--- src/rtl/wb_arb_pkg.sv ---
// Purpose: shared types for the wishbone memory arbiter.
//   arb_state_t : arbiter FSM state (idle or which master owns the memory port)
//   mst_t       : master identifier used by the round-robin pointer
//   rr_pick_i   : tie-break helper, true when the ifetch master should win
package wb_arb_pkg;

  typedef enum logic [1:0] {
    IDLE  = 2'd0,
    OWN_I = 2'd1,
    OWN_D = 2'd2
  } arb_state_t;

  typedef enum logic {
    MST_I = 1'b0,
    MST_D = 1'b1
  } mst_t;

  // I wins when it is the only requester, or both request and D was served last.
  function automatic logic rr_pick_i(input logic i_req, input logic d_req,
                                     input mst_t last);
    return i_req && (!d_req || (last == MST_D));
  endfunction

endpackage

--- src/rtl/wb_arb_watchdog.sv ---
// Purpose: no-ACK watchdog for the wishbone memory arbiter. Counts cycles a
// granted transfer spends waiting for termination and flags the cycle in
// which the TMO-th wait cycle is reached.
// Ports:
//   Clk    in  clock
//   Reset  in  synchronous active-high reset
//   clr    in  restart the count (asserted whenever no transfer is pending
//              or the current owner is leaving)
//   en     in  count this cycle (owner waiting, no termination seen)
//   expire out high during the TMO-th waiting cycle; never high when TMO=0
module wb_arb_watchdog #(
  parameter int TMO = 256
) (
  input  logic Clk,
  input  logic Reset,
  input  logic clr,
  input  logic en,
  output logic expire
);

  localparam int CW = (TMO > 0) ? $clog2(TMO + 1) : 1;
  localparam logic [CW-1:0] LAST_CNT = CW'((TMO > 0) ? (TMO - 1) : 0);

  logic [CW-1:0] r_cnt;

  always_ff @(posedge Clk) begin
    if (Reset || clr) begin
      r_cnt <= '0;
    end else if (en) begin
      r_cnt <= r_cnt + CW'(1);
    end
  end

  // The count never passes LAST_CNT: expiry forces the owner out, which clears it.
  assign expire = (TMO > 0) && en && (r_cnt == LAST_CNT);

endmodule

--- src/rtl/wb_mem_arbiter.sv ---
// Purpose: shares one wishbone memory port between the instruction-fetch
// master (i_*) and the data master (d_*). Single-beat transfers, round-robin
// fairness between the two masters, and a watchdog that answers RTY when the
// slave never terminates a granted transfer.
// Ports:
//   Clk, Reset                      clock, synchronous active-high reset
//   i_CYC/i_STB/i_WE/i_SEL/i_ADR/i_DAT_M  ifetch master request
//   i_DAT_S/i_ACK/i_RTY             ifetch master response
//   d_*                             same set for the data master
//   m_CYC/m_STB/m_WE/m_SEL/m_ADR/m_DAT_M  request towards the memory slave
//   m_DAT_S/m_ACK/m_RTY             response from the memory slave
module wb_mem_arbiter
  import wb_arb_pkg::*;
#(
  parameter int ADR_W  = 28,
  parameter int DATA_W = 128,
  parameter int TMO    = 256,
  localparam int SEL_W = DATA_W / 8
) (
  input  logic              Clk,
  input  logic              Reset,
  // ifetch master
  input  logic              i_CYC,
  input  logic              i_STB,
  input  logic              i_WE,
  input  logic [SEL_W-1:0]  i_SEL,
  input  logic [ADR_W-1:0]  i_ADR,
  input  logic [DATA_W-1:0] i_DAT_M,
  output logic [DATA_W-1:0] i_DAT_S,
  output logic              i_ACK,
  output logic              i_RTY,
  // data master
  input  logic              d_CYC,
  input  logic              d_STB,
  input  logic              d_WE,
  input  logic [SEL_W-1:0]  d_SEL,
  input  logic [ADR_W-1:0]  d_ADR,
  input  logic [DATA_W-1:0] d_DAT_M,
  output logic [DATA_W-1:0] d_DAT_S,
  output logic              d_ACK,
  output logic              d_RTY,
  // memory slave
  output logic              m_CYC,
  output logic              m_STB,
  output logic              m_WE,
  output logic [SEL_W-1:0]  m_SEL,
  output logic [ADR_W-1:0]  m_ADR,
  output logic [DATA_W-1:0] m_DAT_M,
  input  logic [DATA_W-1:0] m_DAT_S,
  input  logic              m_ACK,
  input  logic              m_RTY
);

  arb_state_t r_state, w_state_nxt;
  mst_t       r_last,  w_last_nxt;

  logic w_i_req, w_d_req;
  logic w_own_i, w_own_d;
  logic w_term, w_expire, w_done;
  logic w_wd_clr, w_wd_en;

  assign w_i_req = i_CYC & i_STB;
  assign w_d_req = d_CYC & d_STB;

  // Reset also blanks the muxes so a pending slave ACK is never forwarded
  // in the cycle reset is applied.
  assign w_own_i = (r_state == OWN_I) & ~Reset;
  assign w_own_d = (r_state == OWN_D) & ~Reset;

  assign w_term = m_ACK | m_RTY;
  assign w_done = w_term | w_expire;

  // Watchdog restarts while idle and whenever the owner leaves (termination,
  // timeout or abort), so every fresh grant starts from zero.
  assign w_wd_en  = (r_state != IDLE) & ~w_term;
  assign w_wd_clr = (r_state == IDLE) | w_done |
                    ((r_state == OWN_I) & ~i_CYC) |
                    ((r_state == OWN_D) & ~d_CYC);

  wb_arb_watchdog #(
    .TMO (TMO)
  ) u_wdog (
    .Clk    (Clk),
    .Reset  (Reset),
    .clr    (w_wd_clr),
    .en     (w_wd_en),
    .expire (w_expire)
  );

  always_ff @(posedge Clk) begin
    if (Reset) begin
      r_state <= IDLE;
      r_last  <= MST_D;
    end else begin
      r_state <= w_state_nxt;
      r_last  <= w_last_nxt;
    end
  end

  // Next state. A terminating owner hands straight to the other master if it
  // is waiting; the finishing master's own request is ignored that cycle so
  // it cannot take two grants in a row while the other waits.
  always_comb begin
    w_state_nxt = r_state;
    w_last_nxt  = r_last;
    unique case (r_state)
      IDLE: begin
        if (rr_pick_i(w_i_req, w_d_req, r_last)) begin
          w_state_nxt = OWN_I;
        end else if (w_d_req) begin
          w_state_nxt = OWN_D;
        end
      end
      OWN_I: begin
        if (w_done) begin
          w_last_nxt  = MST_I;
          w_state_nxt = w_d_req ? OWN_D : IDLE;
        end else if (!i_CYC) begin
          w_state_nxt = IDLE;
        end
      end
      OWN_D: begin
        if (w_done) begin
          w_last_nxt  = MST_D;
          w_state_nxt = w_i_req ? OWN_I : IDLE;
        end else if (!d_CYC) begin
          w_state_nxt = IDLE;
        end
      end
      default: w_state_nxt = IDLE;
    endcase
  end

  // Output muxes. On timeout the slave cycle is dropped and the owner sees RTY.
  always_comb begin
    m_CYC   = 1'b0;
    m_STB   = 1'b0;
    m_WE    = 1'b0;
    m_SEL   = '0;
    m_ADR   = '0;
    m_DAT_M = '0;
    i_ACK   = 1'b0;
    i_RTY   = 1'b0;
    i_DAT_S = '0;
    d_ACK   = 1'b0;
    d_RTY   = 1'b0;
    d_DAT_S = '0;
    if (w_own_i) begin
      m_CYC   = i_CYC & ~w_expire;
      m_STB   = i_STB & ~w_expire;
      m_WE    = i_WE;
      m_SEL   = i_SEL;
      m_ADR   = i_ADR;
      m_DAT_M = i_DAT_M;
      i_ACK   = m_ACK;
      i_RTY   = m_RTY | w_expire;
      i_DAT_S = m_DAT_S;
    end else if (w_own_d) begin
      m_CYC   = d_CYC & ~w_expire;
      m_STB   = d_STB & ~w_expire;
      m_WE    = d_WE;
      m_SEL   = d_SEL;
      m_ADR   = d_ADR;
      m_DAT_M = d_DAT_M;
      d_ACK   = m_ACK;
      d_RTY   = m_RTY | w_expire;
      d_DAT_S = m_DAT_S;
    end
  end

endmodule

--- config.mk ---
export PLATFORM = sky130hd
export DESIGN_NAME = wb_mem_arbiter
export DESIGN_NICKNAME = d
export VERILOG_FILES = /design/src/rtl/wb_arb_pkg.sv /design/src/rtl/wb_arb_watchdog.sv /design/src/rtl/wb_mem_arbiter.sv
export SDC_FILE = /design/constraint.sdc
export NUM_CORES = 1
export LEC_CHECK = 0
export CAP_MARGIN = 20
export CELL_PAD_IN_SITES_DETAIL_PLACEMENT = 0
export CELL_PAD_IN_SITES_GLOBAL_PLACEMENT = 1
export CORE_AREA = 4 4 354 356
export DETAILED_ROUTE_END_ITERATION = 10
export DIE_AREA = 0 0 358 360
export PLACE_DENSITY = 0.46
export SYNTH_ARGS = -nofsm -noshare
export SYNTH_HDL_FRONTEND = slang
export SYNTH_SLANG_ARGS = --single-unit
--- constraint.sdc ---
create_clock -name Clk -period 5.1 [get_ports Clk]
set_clock_uncertainty 0.05 [all_clocks]
set_input_delay 1.275 -clock Clk [delete_from_list [all_inputs] [get_ports Clk]]
set_output_delay 1.275 -clock Clk [all_outputs]
set_load 0.02 [all_outputs]
Word-level counts from Yosys, hierarchy flattened:

Index checks and enable logic that the tools add are counted.

* $add $sub $neg: 1
* equality and inequality tests: 8
* multiplexer cells: 33
* bitwise logic cells: 22
* reduce and logical (&&, ||, !) cells: 10

Operators with widths (count)
* 2-to-1 mux 128 bit: 5
* 2-to-1 mux 28 bit: 2
* 2-to-1 mux 16 bit: 2
* 2-to-1 mux 1 bit: 15
* 2-to-1 mux 2 bit: 7
* AND 1 bit: 11
* adder 9 x 1 -> 9 bit (second input constant): 1
* == test 9 x 8 -> 1 bit (second input constant): 1
* inequality test 3 bit (second input constant): 2
* OR 1 bit: 6
* case mux 2 bit (3 select lines): 1
* AND reduction 3 bit: 2
* NOT 1 bit: 5
* inequality test 2 bit (second input constant): 2
* nonzero test 2 bit: 2
* inequality test 3 x 2 -> 1 bit (second input constant): 1
* == test 2 x 1 -> 1 bit (second input constant): 1
* == test 2 bit (second input constant): 1
* logical AND 1 bit: 2
* zero test 2 bit: 1
* logical OR 1 bit: 2
* case mux 1 bit (2 select lines): 1
* zero test 1 bit: 1

* flip-flop bits (word level): 12
* output and inout bits: 435
* word-level logic and storage cells: 77

Depth between registers and ports, before layout:

* word-level depth: 9
* mapped depth: 8
* mapped depth without buffers: 8

Hierarchy:

From an unflattened synthesis, not the netlist that was laid out.

* cells, all modules: 587
* area total of the unflattened synthesis: 4144.0 um^2

By module, submodules not included
* wb_mem_arbiter: instances 1, cells each 541, area each 3734.8 um^2, seq. area each 60.1 um^2
* wb_arb_watchdog: instances 1, cells each 46, area each 409.1 um^2, seq. area each 180.2 um^2

Worst setup path after synthesis:

Ideal clock, no wire load.

* path type: input to output
* start: input port Reset
* end: output port i_RTY
* arrival time: 2.407 ns
* required time: 3.775 ns
* setup slack: 1.368 ns
* stages: 5
* buffers on the path: 3
* path through: clkbuf_1 > nor3b_4 > buf_2 > buf_2 > nor2b_1

* word-level cells in the longest chain between the ends: 3

RTL lines
* start: declaration: RTL line wb_mem_arbiter.sv:21 `input logic Reset,`
* NOT 1 bit: RTL line wb_mem_arbiter.sv:67 `assign w_own_i = (r_state == OWN_I) & ~Reset;`
* AND 1 bit: RTL line wb_mem_arbiter.sv:67
* 2-to-1 mux 1 bit: RTL line wb_mem_arbiter.sv:148 `if (w_own_i) begin`
* end: declaration: RTL line wb_mem_arbiter.sv:31 `output logic i_RTY,`

Every way passes these cells.

Final worst setup path:

* start: input port Reset
* end: output port m_DAT_M[47]

* word-level cells in the longest chain between the ends: 4

RTL lines
* NOT 1 bit *: RTL line wb_mem_arbiter.sv:67, wb_mem_arbiter.sv:68
* AND 1 bit: RTL line wb_mem_arbiter.sv:68 `assign w_own_d = (r_state == OWN_D) & ~Reset;`
* 2-to-1 mux 128 bit: RTL line wb_mem_arbiter.sv:158 `end else if (w_own_d) begin`
* 2-to-1 mux 128 bit *: RTL line wb_mem_arbiter.sv:148
* end: declaration: RTL line wb_mem_arbiter.sv:48 `output logic [DATA_W-1:0] m_DAT_M,`

Every way passes the cells marked *; elsewhere a longest branch is shown, timed or not.

==> results by group <==
Drt
  – Remaining DRCs: 0
  – Drt wl/cell: 31.7 um
  – Number of search-and-repair iterations in the first detailed-routing pass: 6
  – Count of nets left with antenna violations after detail routing: 0
  – Vias after detailed routing: 8724
  – Average vias per placed instance: 2.80
  – Routed Wire Length: 98800 um
  – Violation count after the first detailed-routing iteration: 463

Timing
  – Maximum clock frequency: 202 MHz
  – Final critical delay including setup and external delays: 4960 ps
  – Fraction of the cycle the final worst path needs: 0.973
  – Final Hold Fails: 0
  – Max-slew headroom at the worst pin: 0.649
  – Count of final setup violators: 0
  – Final count of pins violating max slew: 0
  – Unrepaired setup endpoints after global routing: false
  – Transition time of the tightest slew-check pin: 523 ps
  – Setup tns final: 0 ps

CTS
  – Count of H-tree levels built during CTS: 1
  – Buffer depth of the longest clock path: 2
  – Clock-pin slew on the worst setup and hold paths: 50 ps
  – CTS tree: done
  – Number of clock buffers inserted by TritonCTS: 3
  – Sinks on the clock net: 12
  – Setup Fix Bufs, Post-CTS: 0
  – Cell at the root of the clock tree: sky130_fd_sc_hd__clkbuf_16
  – Hold buffers post-CTS: 0
  – Later-pin clock latency in the skew report: 240 ps
  – Quantity of gates resized following cts: 0

Synth
  – Unique cell type count in the Yosys netlist: 42
  – Post-synthesis instance area: 4190 sq um
  – Cell type contributing the most total cell area after synthesis: sky130_fd_sc_hd__and2_1
  – Async S/R FF share, synth: 0
  – Number of instances in the synthesized netlist: 588
  – Top_reg_cell synth: sky130_fd_sc_hd__dfxtp_1
  – Syn avg cell area: 7.13 sq um
  – Most area-consuming cells after synthesis: sky130_fd_sc_hd__and2_1, sky130_fd_sc_hd__a22o_1, sky130_fd_sc_hd__dfxtp_1
  – Net Count, Synth: 1072
  – Yosys top cell area share: 0.388
  – Number of enable flip-flop cells after synthesis: 0
  – Number of warnings printed during yosys synthesis: 0
  – Most frequently used cell type in the post-synthesis netlist: sky130_fd_sc_hd__and2_1
  – Sequential-to-total area share from yosys stat: 0.0573
  – Most instantiated cells after synthesis: sky130_fd_sc_hd__and2_1, sky130_fd_sc_hd__a22o_1, sky130_fd_sc_hd__buf_2, sky130_fd_sc_hd__clkbuf_1, sky130_fd_sc_hd__clkbuf_2
  – Total of flip-flops plus latches after synthesis: 12

Die
  – Core area: 122000 sq um
  – Starting utilization of the core area: 0.0344
  – Count of standard-cell rows: 128
  – Die Wd: 358 um
  – Die Height: 360 um
  – Full die area: 129000 sq um
  – Number of top-level design ports: 917

GRT
  – Global-route wire length before repair: 118000 um
  – Pin count of the biggest net entering global routing: 69
  – Final global-route overflow total: 0
  – Global Route Usage Sum: 0.144
  – Antenna violations before repair: 87
  – Global-route track usage on met3: 0.0664
  – Met1 GRT Util: 0.179
  – Busiest layer in global routing: met2
  – Met2 track demand over resource: 0.242
  – Via count of the first global-routing pass: 9000

Critical path
  – Slowest Stage Delay on Critical Path: 640 ps
  – Family with the most delay on the worst path: buffers and inverters
  – Library cell contributing the largest single delay on the critical path: sky130_fd_sc_hd__clkdlybuf4s50_1
  – Crit Path Category: in -> out
  – Kind of start point of the critical path: primary input
  – Top fanout value on the critical path: 32
  – Sort of element at the end of the critical path: primary output
  – Worst Path Required: 3770 ps
  – Critical path cell sequence: clkdlybuf4s50_1 -> nor3b_4 -> buf_12 -> buf_12 -> a22o_1 -> clkdlybuf4s50_1
  – Data arrival time of the critical path: 3640 ps
  – Critical path buffers and inverters: 4

Finish
  – Fill cells: 13924
  – Final standard cell utilization of the core: 0.136
  – Ratio of cells with drive above 1 in the final layout: 0.115
  – Number of nets in the layout: 1953
  – Synth-to-layout area growth: 296%

Power and ir drop
  – Worst IR drop on VDD: 0.0000846 V
  – Leakage Power: 5.76 nW
  – Power Density: 89.8 nW/um^2

Placed design
  – Total half-perimeter wirelength after legalization and detailed placement: 91600 um
  – Count of buffers from port buffering: 916
  – Final weighted congestion in routability-driven placement: 0.905

Outcome
  – Status: completed

Worst hold path
  – Hold Path Class: reg -> reg

Job
  – Maximum capacitance violations: 0
-- power breakdown --
group | total (mW) | internal (mW) | switching [mW] | leakage (nW)
clock network | 0.159 | 0.118 | 0.0410 | 0.0443
registers | 0.100 | 0.0957 | 0.00476 | 0.0970
logic | 1.23 | 0.677 | 0.554 | 5.62
-- cells by family after synthesis --
logic type,synth area share
flip-flops,0.0573
buffers and inverters,0.0806
AO/OA/AOI/OAI,0.392
AND/OR/NAND/NOR,0.449
adder cells (fa/ha/maj),0.00597
XOR/XNOR,0.0125
multiplexers,0.00239
-- sequential cells by signal, indices dropped and copies added, names as in the netlist --
name / flops
r_last: 1
u_wdog.r_cnt: 9
r_state: 2
-- cell usage in the layout, fill, tap and decap left out, drive strengths merged, types with 7 or more instances in the layout --
cell type      count
dfxtp             12
and2             260
a22o             173
buf              158
nand2              7
diode             25
nor2              12
a21oi              7
clkdlybuf4s50    788
-- area by class of cell --
cell class	count	area, sq um	share of cell area
tap	1625	2030	0.122
inverter	1	3.75	0.000226
multi-input combinational	505	3620	0.218
antenna	25	62.6	0.00377
sequential	12	240	0.0145
timing repair buffer	946	10600	0.636
clock buffer	4	88.8	0.00535
-- worst register-to-register path: stages (launching register included) --
cell,delay [ps]
sky130_fd_sc_hd__dfxtp_1,330
sky130_fd_sc_hd__ha_1,260
sky130_fd_sc_hd__nand2_1,80
sky130_fd_sc_hd__nor2_1,40
sky130_fd_sc_hd__ha_1,250
sky130_fd_sc_hd__or3_1,370
sky130_fd_sc_hd__a21oi_1,160
sky130_fd_sc_hd__a21oi_1,60
sky130_fd_sc_hd__or2_2,300
-- final timing paths --
path                                startpoint                            to  slack (ps)  cells past startpoint
setup reg to reg  u_wdog.r_cnt[0]$_SDFFE_PP0P_           r_last$_SDFFE_PP1P_        3080                      8
hold / removal    u_wdog.r_cnt[7]$_SDFFE_PP0P_  u_wdog.r_cnt[7]$_SDFFE_PP0P_         440                      2
hold reg to reg   u_wdog.r_cnt[7]$_SDFFE_PP0P_  u_wdog.r_cnt[7]$_SDFFE_PP0P_         440                      2
setup / recovery                         Reset                   m_DAT_M[47]         140                      6
-- layer usage --
layer,vias up,routed length [um]
met5,-,296
met4,44,466
met3,110,10900
met2,564,45700
met1,4099,41400
li1,3907,-
-- stage by stage --
stage | instance area, sq um | setup WS, ps | power [mW] | hold slack [ps] | instances
after global placement | 16400 | 161 | 1.36 | 418 | 3089
after detailed placement | 16400 | 135 | 1.35 | 434 | 3089
after floorplan | 4190 | 1370 | 0.416 | 408 | 588
after global routing | 16500 | 71.3 | 1.55 | 475 | 3093
final | 16600 | 138 | 1.49 | 443 | 3118
after CTS | 16500 | 130 | 1.52 | 444 | 3093
Note: power is estimated with default switching activity, not from simulation.
